==> src/rtl/mem_access_unit.sv <==
// Data-memory access unit: aligns and issues one load/store at a time on the
// req/addr_ok/data_ok bus and returns {excp_ale, dcache_ok, mem_result}.
module mem_access_unit (
  input  logic         clk,
  input  logic         reset,
  input  logic [102:0] es_to_ms_bus,
  input  logic         ms_advance,
  output logic [33:0]  ms_to_es_bus,
  output logic         data_req,
  output logic         data_wr,
  output logic [3:0]   data_wstrb,
  output logic [31:0]  data_addr,
  output logic [31:0]  data_wdata,
  input  logic         data_addr_ok,
  input  logic         data_data_ok,
  input  logic [31:0]  data_rdata,
  output logic [1:0]   dbg_state
);

  // Handshake: a request transfers in the cycle where data_req && data_addr_ok;
  // exactly one data_data_ok pulse follows each transferred request, never earlier
  // than the next cycle. Only one request is ever outstanding.
  typedef enum logic [1:0] {IDLE, WAIT_DATA, DONE, DISCARD} state_t;

  state_t state, state_nxt;

  logic [31:0] addr, wdata, pc;
  logic        is_unsigned, mem_we, res_from_mem;
  logic [3:0]  bw;

  assign {addr, is_unsigned, mem_we, res_from_mem, bw, wdata, pc} = es_to_ms_bus;

  logic unused_bits;
  assign unused_bits = bw[3];

  logic access, ale, excp_ale;
  assign access   = mem_we | res_from_mem;
  assign ale      = (bw[1] & addr[0]) | (bw[2] & (addr[1:0] != 2'b00));
  assign excp_ale = access & ale;

  // Store lane formatting
  logic [3:0]  st_wstrb;
  logic [31:0] st_wdata;
  always_comb begin
    st_wstrb = 4'b0000;
    st_wdata = wdata;
    if (bw[0]) begin
      st_wstrb = 4'b0001 << addr[1:0];
      st_wdata = {4{wdata[7:0]}};
    end else if (bw[1]) begin
      st_wstrb = 4'b0011 << addr[1:0];
      st_wdata = {2{wdata[15:0]}};
    end else if (bw[2]) begin
      st_wstrb = 4'b1111;
    end
  end

  assign data_wr    = mem_we;
  assign data_addr  = addr;
  assign data_wdata = st_wdata;
  assign data_wstrb = mem_we ? st_wstrb : 4'b0000;

  // Attributes of the accepted access, kept so the response is formatted
  // against the request that produced it.
  logic        wr_q, uns_q;
  logic [31:0] pc_q, result_q;
  logic [1:0]  lane_q;
  logic [2:0]  bw_q;

  logic [31:0] shifted, ld_result;
  assign shifted = data_rdata >> {lane_q, 3'b000};

  always_comb begin
    ld_result = shifted;
    if (bw_q[0])
      ld_result = uns_q ? {24'h0, shifted[7:0]} : {{24{shifted[7]}}, shifted[7:0]};
    else if (bw_q[1])
      ld_result = uns_q ? {16'h0, shifted[15:0]} : {{16{shifted[15]}}, shifted[15:0]};
  end

  logic flush;
  assign flush = !access || (pc != pc_q);

  logic        dcache_ok, issue, hold_result;
  logic [31:0] mem_result;

  always_comb begin
    state_nxt   = state;
    data_req    = 1'b0;
    dcache_ok   = !access | ale;
    mem_result  = 32'h0;
    issue       = 1'b0;
    hold_result = 1'b0;
    case (state)
      IDLE: begin
        data_req = access & !ale;
        if (data_req && data_addr_ok) begin
          issue     = 1'b1;
          state_nxt = WAIT_DATA;
        end
      end
      WAIT_DATA: begin
        // A flushed access never completes; its response is drained instead.
        if (flush) begin
          state_nxt = data_data_ok ? IDLE : DISCARD;
        end else begin
          dcache_ok = data_data_ok;
          if (data_data_ok) begin
            mem_result = wr_q ? 32'h0 : ld_result;
            if (ms_advance) begin
              state_nxt = IDLE;
            end else begin
              state_nxt   = DONE;
              hold_result = 1'b1;
            end
          end
        end
      end
      DONE: begin
        if (flush) begin
          state_nxt = IDLE;
        end else begin
          dcache_ok  = 1'b1;
          mem_result = result_q;
          if (ms_advance) state_nxt = IDLE;
        end
      end
      DISCARD: begin
        if (data_data_ok) state_nxt = IDLE;
      end
      default: state_nxt = IDLE;
    endcase
  end

  always_ff @(posedge clk or posedge reset) begin
    if (reset) begin
      state    <= IDLE;
      wr_q     <= 1'b0;
      uns_q    <= 1'b0;
      pc_q     <= 32'h0;
      lane_q   <= 2'b00;
      bw_q     <= 3'b000;
      result_q <= 32'h0;
    end else begin
      state <= state_nxt;
      if (issue) begin
        wr_q   <= mem_we;
        uns_q  <= is_unsigned;
        pc_q   <= pc;
        lane_q <= addr[1:0];
        bw_q   <= bw[2:0];
      end
      if (hold_result) result_q <= mem_result;
    end
  end

  assign ms_to_es_bus = {excp_ale, dcache_ok, mem_result};
  assign dbg_state    = state;

endmodule

==> config.mk <==
export PLATFORM = sky130hd
export DESIGN_NAME = mem_access_unit
export DESIGN_NICKNAME = d
export VERILOG_FILES = /design/src/rtl/mem_access_unit.sv
export SDC_FILE = /design/constraint.sdc
export NUM_CORES = 1
export LEC_CHECK = 0
export CORE_MARGIN = 3
export CORE_UTILIZATION = 45
export DETAILED_ROUTE_END_ITERATION = 16
export GPL_TIMING_DRIVEN = 0
export PLACE_DENSITY_LB_ADDON = 0.3
export SLEW_MARGIN = 20
export SYNTH_ARGS = -nofsm -noshare
export SYNTH_HDL_FRONTEND = slang
export SYNTH_SLANG_ARGS = --single-unit
==> constraint.sdc <==
create_clock -name clk -period 4.8 [get_ports clk]
set_input_delay 0.96 -clock clk [delete_from_list [all_inputs] [get_ports clk]]
set_output_delay 0.96 -clock clk [all_outputs]
set_load 0.02 [all_outputs]
# ---- After elaboration in Yosys (flattened, before gate mapping)
# Cells that the tools add are included.
dict set report classes {
  eq_ne 8
  n_shift 3
  mux 34
  bitwise_logic 7
  reduce_logical 7
}
# cell n
set op_table {}
lappend op_table {{2-to-1 mux 32 bit} 10}
lappend op_table {{one-hot mux 32 bit (2 select lines)} 1}
lappend op_table {{inequality test 32 bit} 1}
lappend op_table {{>> shifter 32 x 5 -> 32 bit} 1}
lappend op_table {{2-to-1 mux 2 bit} 8}
lappend op_table {{2-to-1 mux 4 bit} 4}
lappend op_table {{2-to-1 mux 1 bit} 9}
lappend op_table {{one-hot mux 2 bit (4 select lines)} 1}
lappend op_table {{inequality test 3 bit, second input constant} 2}
lappend op_table {{AND 1 bit} 4}
lappend op_table {{equality test 2 bit, second input constant} 2}
lappend op_table {{inequality test 2 bit, second input constant} 2}
lappend op_table {{AND reduction 4 bit} 1}
lappend op_table {{<< shifter 1 x 2 -> 4 bit, first input constant} 1}
lappend op_table {{<< shifter 2 x 2 -> 4 bit, first input constant} 1}
lappend op_table {{bitwise OR 1 bit} 3}
lappend op_table {{equality test 2 x 1 -> 1 bit, second input constant} 1}
lappend op_table {{zero test 1 bit} 2}
lappend op_table {{zero test 2 bit} 1}
lappend op_table {{one-hot mux 1 bit (2 select lines)} 1}
lappend op_table {{nonzero test 2 bit} 1}
lappend op_table {{logical AND 1 bit} 1}
lappend op_table {{logical OR 1 bit} 1}
dict set report totals {
  regBits 72
  inputBits 140
  output_inout_bits 106
}

# ---- Depth between registers and ports, before layout
# Gate-level depths: netlist of run 1.
dict set report logic_depth {
  word_depth 8
  depth_mapped 10
  mapped_depth_nobuf 8
}

# ---- Worst setup path before layout of run 1
# OpenSTA, ideal clock, no wires.
dict set report synth_path {
  path_kind {in2out}
  startpoint {in es_to_ms_bus[25]}
  endpoint {out ms_to_es_bus[0]}
  arrival_ns 2.430
  setup_slack_ns 1.410
  cell_stages 7
  path_buffers 1
  cell_sequence {xor2_1 -> nor4_2 -> nand4_2 -> nor3_1 -> nand2_1 -> buf_2 -> a21oi_1}
}
dict set report synth_between {
  elab_chain_len 4
}
# item line_no
set synth_rtl {}
lappend synth_rtl {{start: declaration} 6} ;# input logic [102:0] es_to_ms_bus,
lappend synth_rtl {{inequality test 32 bit (*)} 82} ;# assign flush = !access || (pc != pc_q);
lappend synth_rtl {{logical OR 1 bit (*)} 82}
lappend synth_rtl {{2-to-1 mux 32 bit (on tied branches)} {120, 104}}
lappend synth_rtl {{one-hot mux 32 bit (2 select lines) (*)} 94} ;# case (state)
lappend synth_rtl {{end: declaration} 8} ;# output logic [33:0] ms_to_es_bus,
# Every way passes the cells marked *; elsewhere a longest branch is shown, timed or not.

# ---- Final worst setup path of run 1
dict set report layout_path {
  startpoint {in es_to_ms_bus[12]}
  endpoint {out ms_to_es_bus[12]}
}
# Same word-level chain as after synthesis.

==> run summary, run 1 <==
The flow ran to the end, and the final reports show no timing, DRC or antenna violations. Entering global routing, the biggest net connects 58 pins. The number of global-route vias before repair came out at 5424. The synthesized netlist net count came out at 751. From synthesis to final layout, the design area changed by 51.91%.

The maximum buffer depth of the clock tree is 2. The total global routing overflow is 0. Yosys mapped a number of flops with a built-in enable equal to 0. Buffers placed on the I/O ports in this run total 212. The number of clock sinks came out at 72. The first-pass detailed-route iteration total is 5. Clock-pin slew was measured on the worst setup and hold paths at 60 ps. The first global-routing pass estimated 27270 um of wire. The synthesized instance count is 603. After synthesis the netlist holds a flip-flop and latch count of 72. The max-capacitance violation count is 0. The I/O pin total came out at 246. The proportion of layout cells with a drive suffix above 1 is 20.19%.

The overall routed net length is 17120 um. The total design power came out at 0.003183 W. The post-route setup TNS came out at 0 ps.

The final number of max-transition violations is 0. The count of nets left with antenna violations once routing finished came out at 0. The estimated wirelength of the detail-placed design came out at 13600 um. The global-route usage over all layers came out at 26.25%. TritonCTS built the clock tree. At the end of the flow the core is filled with cells to 71.75%. The top achievable clock speed came out at 212.5 MHz. STA puts the critical path data required time at 3840 ps. The net count reported at finish came out at 975. The routed length per instance came out at 17.61 um. After detailed routing, the number of remaining DRC violations is 0. Routability-driven placement finished with a final weighted congestion of 0.9555. Across the routed clock network, the largest skew measured is 5.836 ps. STA classifies the critical path startpoint as a primary input. The die outline height is 113.8 um. The worst path arrival time is 3750 ps.

Averaged over all synthesized cells, the footprint is 8.677 um2. The share of flip-flops with an asynchronous set or reset after synthesis came out at 100.0%. The initial cell density of the core is 47.23%. Setup repair after global routing left no endpoint under its margin.

The number of vias per cell came out at 5.366. The analysis attributes to cell leakage a power of 3.298 nW. Setup violations remaining at the end of the flow were counted as 0. The largest fanout of any net on the critical path is 10. The startpoint-to-endpoint class of the critical path is primary input to output port. The post-CTS setup buffer count came out at 0. Clock tree synthesis selected as its root buffer the cell clkbuf_16. The number of DRC markers after the initial detailed-route iteration came out at 401.

The filler cells instantiated in the layout total 860. The sequential cell area in the final layout is 1802 um2. The width of the chip is 113.8 um. Sequential elements use 34.43% of the synthesized area.

The placement row count came out at 38. The path class of the tightest hold or removal check is flop to flop. The number of warnings issued by yosys is 0.

The worst pin sits at a relative slew slack of 45.52%. The power density normalized to cell area came out at 400.5 nW/um2. The prevailing post-synth register cell is dfrtp_1. The number of buffers inserted for hold repair after clock tree synthesis came out at 0.

The antenna diode count is 0. The library cell used most frequently in the layout, excluding fill and tap cells, is clkdlybuf4s50_1. The combined area of the multi-input logic cells is 2877 um2.

The total die area is 12960 um2. The mapped netlist covers 5233 um2. The number of hold violations in the final report is 0. The top cell types in the final layout, fill and taps aside, are 211 x clkdlybuf4s50_1, 99 x nand2_1, 72 x dfrtp_1. Across all layers, the routed design uses 5216 vias.

The number of library cell types mapped by synthesis is 46. The H-tree was split into 3 levels. The part of the cycle the worst path needs is 98.04%. STA classifies the critical path endpoint as an output port. The initial antenna violation count is 0.

The final hold slack came out at 479.1 ps. The worst supply voltage drop on vdd came out at 0.3124 mV. The clock latency reported for the late side of the worst-skew pair came out at 330 ps. The clock buffer count from CTS is 9. The slew at the pin closest to its max-slew limit came out at 814.2 ps. The core region area came out at 11080 um2. The final critical delay including setup and external delays came out at 4706 ps.
==> power by group <==
part	internal, W	total [W]	switching [W]	leakage (nW)
combinational	0.000682	0.00149	0.000812	2.20
clock	0.000525	0.000793	0.000269	0.169
sequential	0.000779	0.000896	0.000117	0.929
==> worst max-delay path, cell delays in order <==
cell and delay, ps:
clkdlybuf4s50_1 450, xor2_1 170, nor4_2 410, nand4_1 240, nor3_1 180, nand2_1 200
buf_2 250, a21oi_1 220, clkdlybuf4s50_1 650
==> sequential cells by signal (all words and copies together), names as in the netlist <==
signal     flops
bw_q           2
result_q      32
lane_q         2
uns_q          1
pc_q          32
wr_q           1
dbg_state      2
==> synth_stat cells, drive strengths merged (2+ instances only) <==
cell type | count | area [um2]
o211ai | 8 | 60.06
ha | 8 | 100.1
nor3 | 2 | 10.01
nor4 | 8 | 77.57
xnor2 | 3 | 26.28
nand2 | 99 | 371.6
nand2b | 2 | 12.51
mux2 | 50 | 563.0
buf | 65 | 455.4
dfrtp | 72 | 1802
mux2i | 26 | 260.3
nor2 | 39 | 146.4
nand3 | 2 | 22.52
o21ai | 79 | 478.0
nand4 | 2 | 18.77
a21boi | 2 | 18.77
clkbuf | 17 | 63.81
xor2 | 29 | 254.0
inv | 18 | 67.56
nor2b | 2 | 12.51
a21oi | 55 | 275.3
==> worst paths after layout <==
kind,endpoint,slack (ps),cells after the start,startpoint
worst max-delay path,ms_to_es_bus[12],90,9,es_to_ms_bus[12]
worst min-delay path,result_q[31],480,2,result_q[31]
worst max register to register,result_q[15],2540,8,dbg_state[1]
worst min register to register,result_q[31],480,2,result_q[31]
max in group asynchronous,result_q[1],3340,3,reset
min in group asynchronous,pc_q[5],910,2,reset
==> layer usage <==
| layer | global-route usage [%] | wire length, um | vias up |
|---|---|---|---|
| li1 | - | - | 2477 |
| met1 | 32.70 | 6814 | 2484 |
| met2 | 46.72 | 8712 | 232 |
| met3 | 5.995 | 1404 | 23 |
| met4 | 5.305 | 185 | 0 |
| met5 | 0 | 0 | - |
==> cell type report <==
| type | count | share of cell area [%] |
|---|---|---|
| multi-input cells | 431 | 36.19 |
| repair buffers | 213 | 27.07 |
| flip-flops and latches | 72 | 22.67 |
| plain buffers | 82 | 6.532 |
| clock buffers | 10 | 3.006 |
| well taps | 140 | 2.204 |
| clock inverters | 6 | 1.448 |
| inverters | 18 | 0.8815 |
==> what timing repair did <==
item,4_1_cts,5_1_grt
endpoints found under the hold margin,0,0
gates resized for setup,3,4
endpoints found under the setup margin,9,24
==> cells by family (layout without fill, tap and decap cells) <==
group	Yosys count	in the layout	synth area share (%)
buffers and inverters	100	329	11.21
AO/OA/AOI/OAI	153	153	17.36
XOR/XNOR	32	32	5.356
AND/OR/NAND/NOR	162	162	13.99
flip-flops	72	72	34.43
multiplexers	76	76	15.73
adder cells (fa/ha/maj)	8	8	1.913
==> per-stage QoR <==
stage	worst slack [ps]	cells	area, um2
after floorplan	1410	603	5233
after global placement	48.91	955	7530
after detailed placement	-5.405	956	7560
after CTS	9.976	972	7929
after global routing	1.506	972	7949
final	94.03	972	7949
Note: power is estimated with default switching activity, not from simulation.
==> run 2, diff against run 1 <==
- CORE_UTILIZATION: 45 -> 43
- CTS_CLUSTER_DIAMETER: unset -> 120
- SETUP_SLACK_MARGIN: unset -> 0.2
==> run summary, run 2 (synthesis gave the netlist of run 1 again) <==
Setup repair after global routing could not meet its margin everywhere. The routed length per instance came out at 17.72 um (+0.62%). The length of routed met3 wiring came to 1299 um (-7.5%).

The final weighted congestion of routability-driven global placement came out at 0.9205 (-3.7%). The maximum number of pins on one net before global-route repair came out at 53 (-8.6%). The global-route usage over all layers came out at 25.11% (-1.1 points).

The combinational power share came out at 48.5% (+1.6 points). The power density normalized to cell area came out at 390.3 nW/um2 (-2.6%). The final routed DRC violation total came to 0 (unchanged). The post-route setup TNS is 0 ps (unchanged). Leaving out fill and tap cells, the most frequent cells in the layout are 183 x clkdlybuf4s50_1, 98 x nand2_1, 72 x dfrtp_1. In the final layout, the registers with the most flip-flops are pc_q x32, result_q x32. The max-capacitance violation count is 0 (unchanged). The top achievable clock speed is 219.5 MHz (+3.3%).

The die outline height is 116.3 um (+2.2%). The worst reg-to-reg setup slack came to 2580 ps (+40 ps). The most common cell after layout, fill and taps aside is clkdlybuf4s50_1. The net count reported at finish is 975 (unchanged). The part of the cycle the worst path needs came out at 94.93% (-3.1 points). The number of hold violations in the final report came out at 0 (unchanged). The placement row count came out at 39 (+2.6%). The clock latency reported for the late side of the worst-skew pair came out at 340 ps (about the same). The run finished with clean final reports. The largest fanout of any net on the critical path is 10 (unchanged). The filler cell count is 931 (+8.3%). STA classifies the critical path endpoint as an output port. The proportion of layout cells with a drive suffix above 1 was 20.43% (+0.24 points). After detailed routing, no signal wire sits above met4. The final number of max-transition violations came out at 0 (unchanged). The required time at the endpoint of the critical path is 3840 ps (about the same). The number of global-route vias before repair came out at 5335 (-1.6%). The worst slack at placement is 50.59 ps (+56.00 ps). The maximum buffer depth of the clock tree came out at 2 (unchanged). The clock edge transition at the registers on the reported setup and hold paths is 60 ps (about the same).

STA classifies the critical path startpoint as a primary input. The finished layout cell area was 7961 um2 (+0.16%). The global-route wire length before repair was 26700 um (-2.1%). The startpoint-to-endpoint class of the critical path is primary input to output port. The relative slew slack is 44.32% (-1.2 points). The path class of the tightest hold or removal check is flop to flop. The total net switching power came out at 0.001210 W (+1.0%). The fraction of power spent switching nets is 38.94% (+1.3 points). The internal power component is 0.001897 W (-4.5%).

The total die area is 13530 um2 (+4.4%). The total vias in the final route is 5221 (+0.096%). The sequential cell area in the final layout is 1802 um2 (unchanged). The number of DRC markers after the initial detailed-route iteration is 383 (-4.5%). The worst supply voltage drop on vdd is 0.3078 mV (-1.5%). The worst path arrival time is 3600 ps (-150 ps). The cell sitting at the root of the clock tree is a clkbuf_16. The estimated wirelength of the detail-placed design is 13630 um (+0.25%). The number of clock sinks came out at 72 (unchanged). The I/O pin total came out at 246 (unchanged).

The clock buffer count from CTS came to 9 (unchanged). The width of the chip came out at 116.3 um (+2.2%). The total placed instance area was 7564 um2 (about the same). The routed length on met2 came out at 8793 um (+0.93%). The final number of setup-violating endpoints is 0 (unchanged). The area added between synthesis and finish came out at 52.15%.

The length of routed wiring on met1 is 6938 um (+1.8%). The clock power share came to 22.7% (-2.2 points). The total number of H-tree levels is 3 (unchanged). The core region area is 11660 um2 (+5.3%). The number of port buffers came out at 212 (unchanged).

The remaining number of nets flagged by the antenna check after routing came to 0 (unchanged). The initial antenna violation count came out at 0 (unchanged). The smallest setup slack after layout came out at 243.5 ps (+149.5 ps). The proportion of power drawn by flip-flops and latches is 28.7% (+0.6 points). The first-pass detailed-route iteration total came to 5 (unchanged). The total global routing overflow was 0 (unchanged). The clock skew was 7.131 ps (+1.296 ps). The leakage power total is 3.713 nW (+13%). The overall routed net length came out at 17280 um (+0.93%). The number of buffers inserted for hold repair after clock tree synthesis came out at 0 (unchanged). The number of vias per cell came out at 5.355 (-0.21%).

The antenna diode count came out at 0 (unchanged). The clock tree from TritonCTS is done. The initial cell density of the core came to 44.87% (-2.4 points).

The slew at the pin closest to its max-slew limit came out at 832.2 ps (+18.00 ps). The combined area of the multi-input logic cells is 2879 um2 (about the same). The final critical delay including setup and external delays is 4556 ps (-149.5 ps). The final hold slack is 479.4 ps (+0.3490 ps).
## run 2: changes by cell type in the layout (fill, tap and decap cells not counted), moves of 2 or more
cell	delta
bufinv_16	-2
clkdlybuf4s50_1	-28
dlymetal6s2s_1	+21
dlygate4sd2_1	+7
## run 2: area by class of cell
class / instances / area share (%)
Clock buffer: 11 / 3.175
Timing Repair Buffer: 213 / 27.58
Multi-Input combinational cell: 431 / 36.16
Inverter: 18 / 0.8801
Sequential cell: 72 / 22.63
Buffer: 82 / 6.538
Tap cell: 143 / 2.247
Clock inverter: 5 / 0.7858
## run 2: worst paths after layout
kind	cells after the start	to	from
max	9	ms_to_es_bus[15]	es_to_ms_bus[25]
min	2	result_q[20]	result_q[20]
max reg2reg	8	result_q[30]	dbg_state[1]
min reg2reg	2	result_q[20]	result_q[20]
max in group asynchronous	3	pc_q[24]	reset
min in group asynchronous	2	result_q[15]	reset
## run 2: power groups by stage
stage | sequential (W) | clock, W | combinational [W]
after global placement | 0.000886 | 0 | 0.00143
final | 0.000893 | 0.000706 | 0.00151
after detailed placement | 0.000900 | 0 | 0.00146
after global routing | 0.000912 | 0.000740 | 0.00165
after floorplan | 0.000882 | 0 | 0.00102
after CTS | 0.000891 | 0.000720 | 0.00149
## run 2: layer usage
| layer | vias to the layer above | track usage (%) |
|---|---|---|
| li1 | 2470 | - |
| met4 | 0 | 6.806 |
| met2 | 221 | 44.39 |
| met1 | 2506 | 30.92 |
| met5 | - | 0 |
| met3 | 24 | 5.440 |
## run 2: stage by stage
step	instances	total power (W)	util, %
global placement	958	0.002314	64.60
CTS	975	0.003097	67.61
detailed placement	959	0.002364	64.85
finish	975	0.003107	68.27
global route	975	0.003301	68.27
floorplan	603	0.001897	-
## run 2: timing repair
| action | 4_1_cts | 5_1_grt |
|---|---|---|
| setup endpoints to repair | 32 | 24 |
| endpoints found under the hold margin | 0 | 0 |
| cloned | 0 | 0 |
| resized for setup | 10 | 28 |
| pin swaps | 1 | 0 |
| buffers inserted | 0 | 0 |
## run 2: critical path, cell delays in order
cell and delay, ps:
clkdlybuf4s50_1 430, xor2_1 160, nor4_2 330, nand4_2 240, nor3_1 300, nand2_2 190
buf_2 230, a21oi_1 140, clkdlybuf4s50_1 620
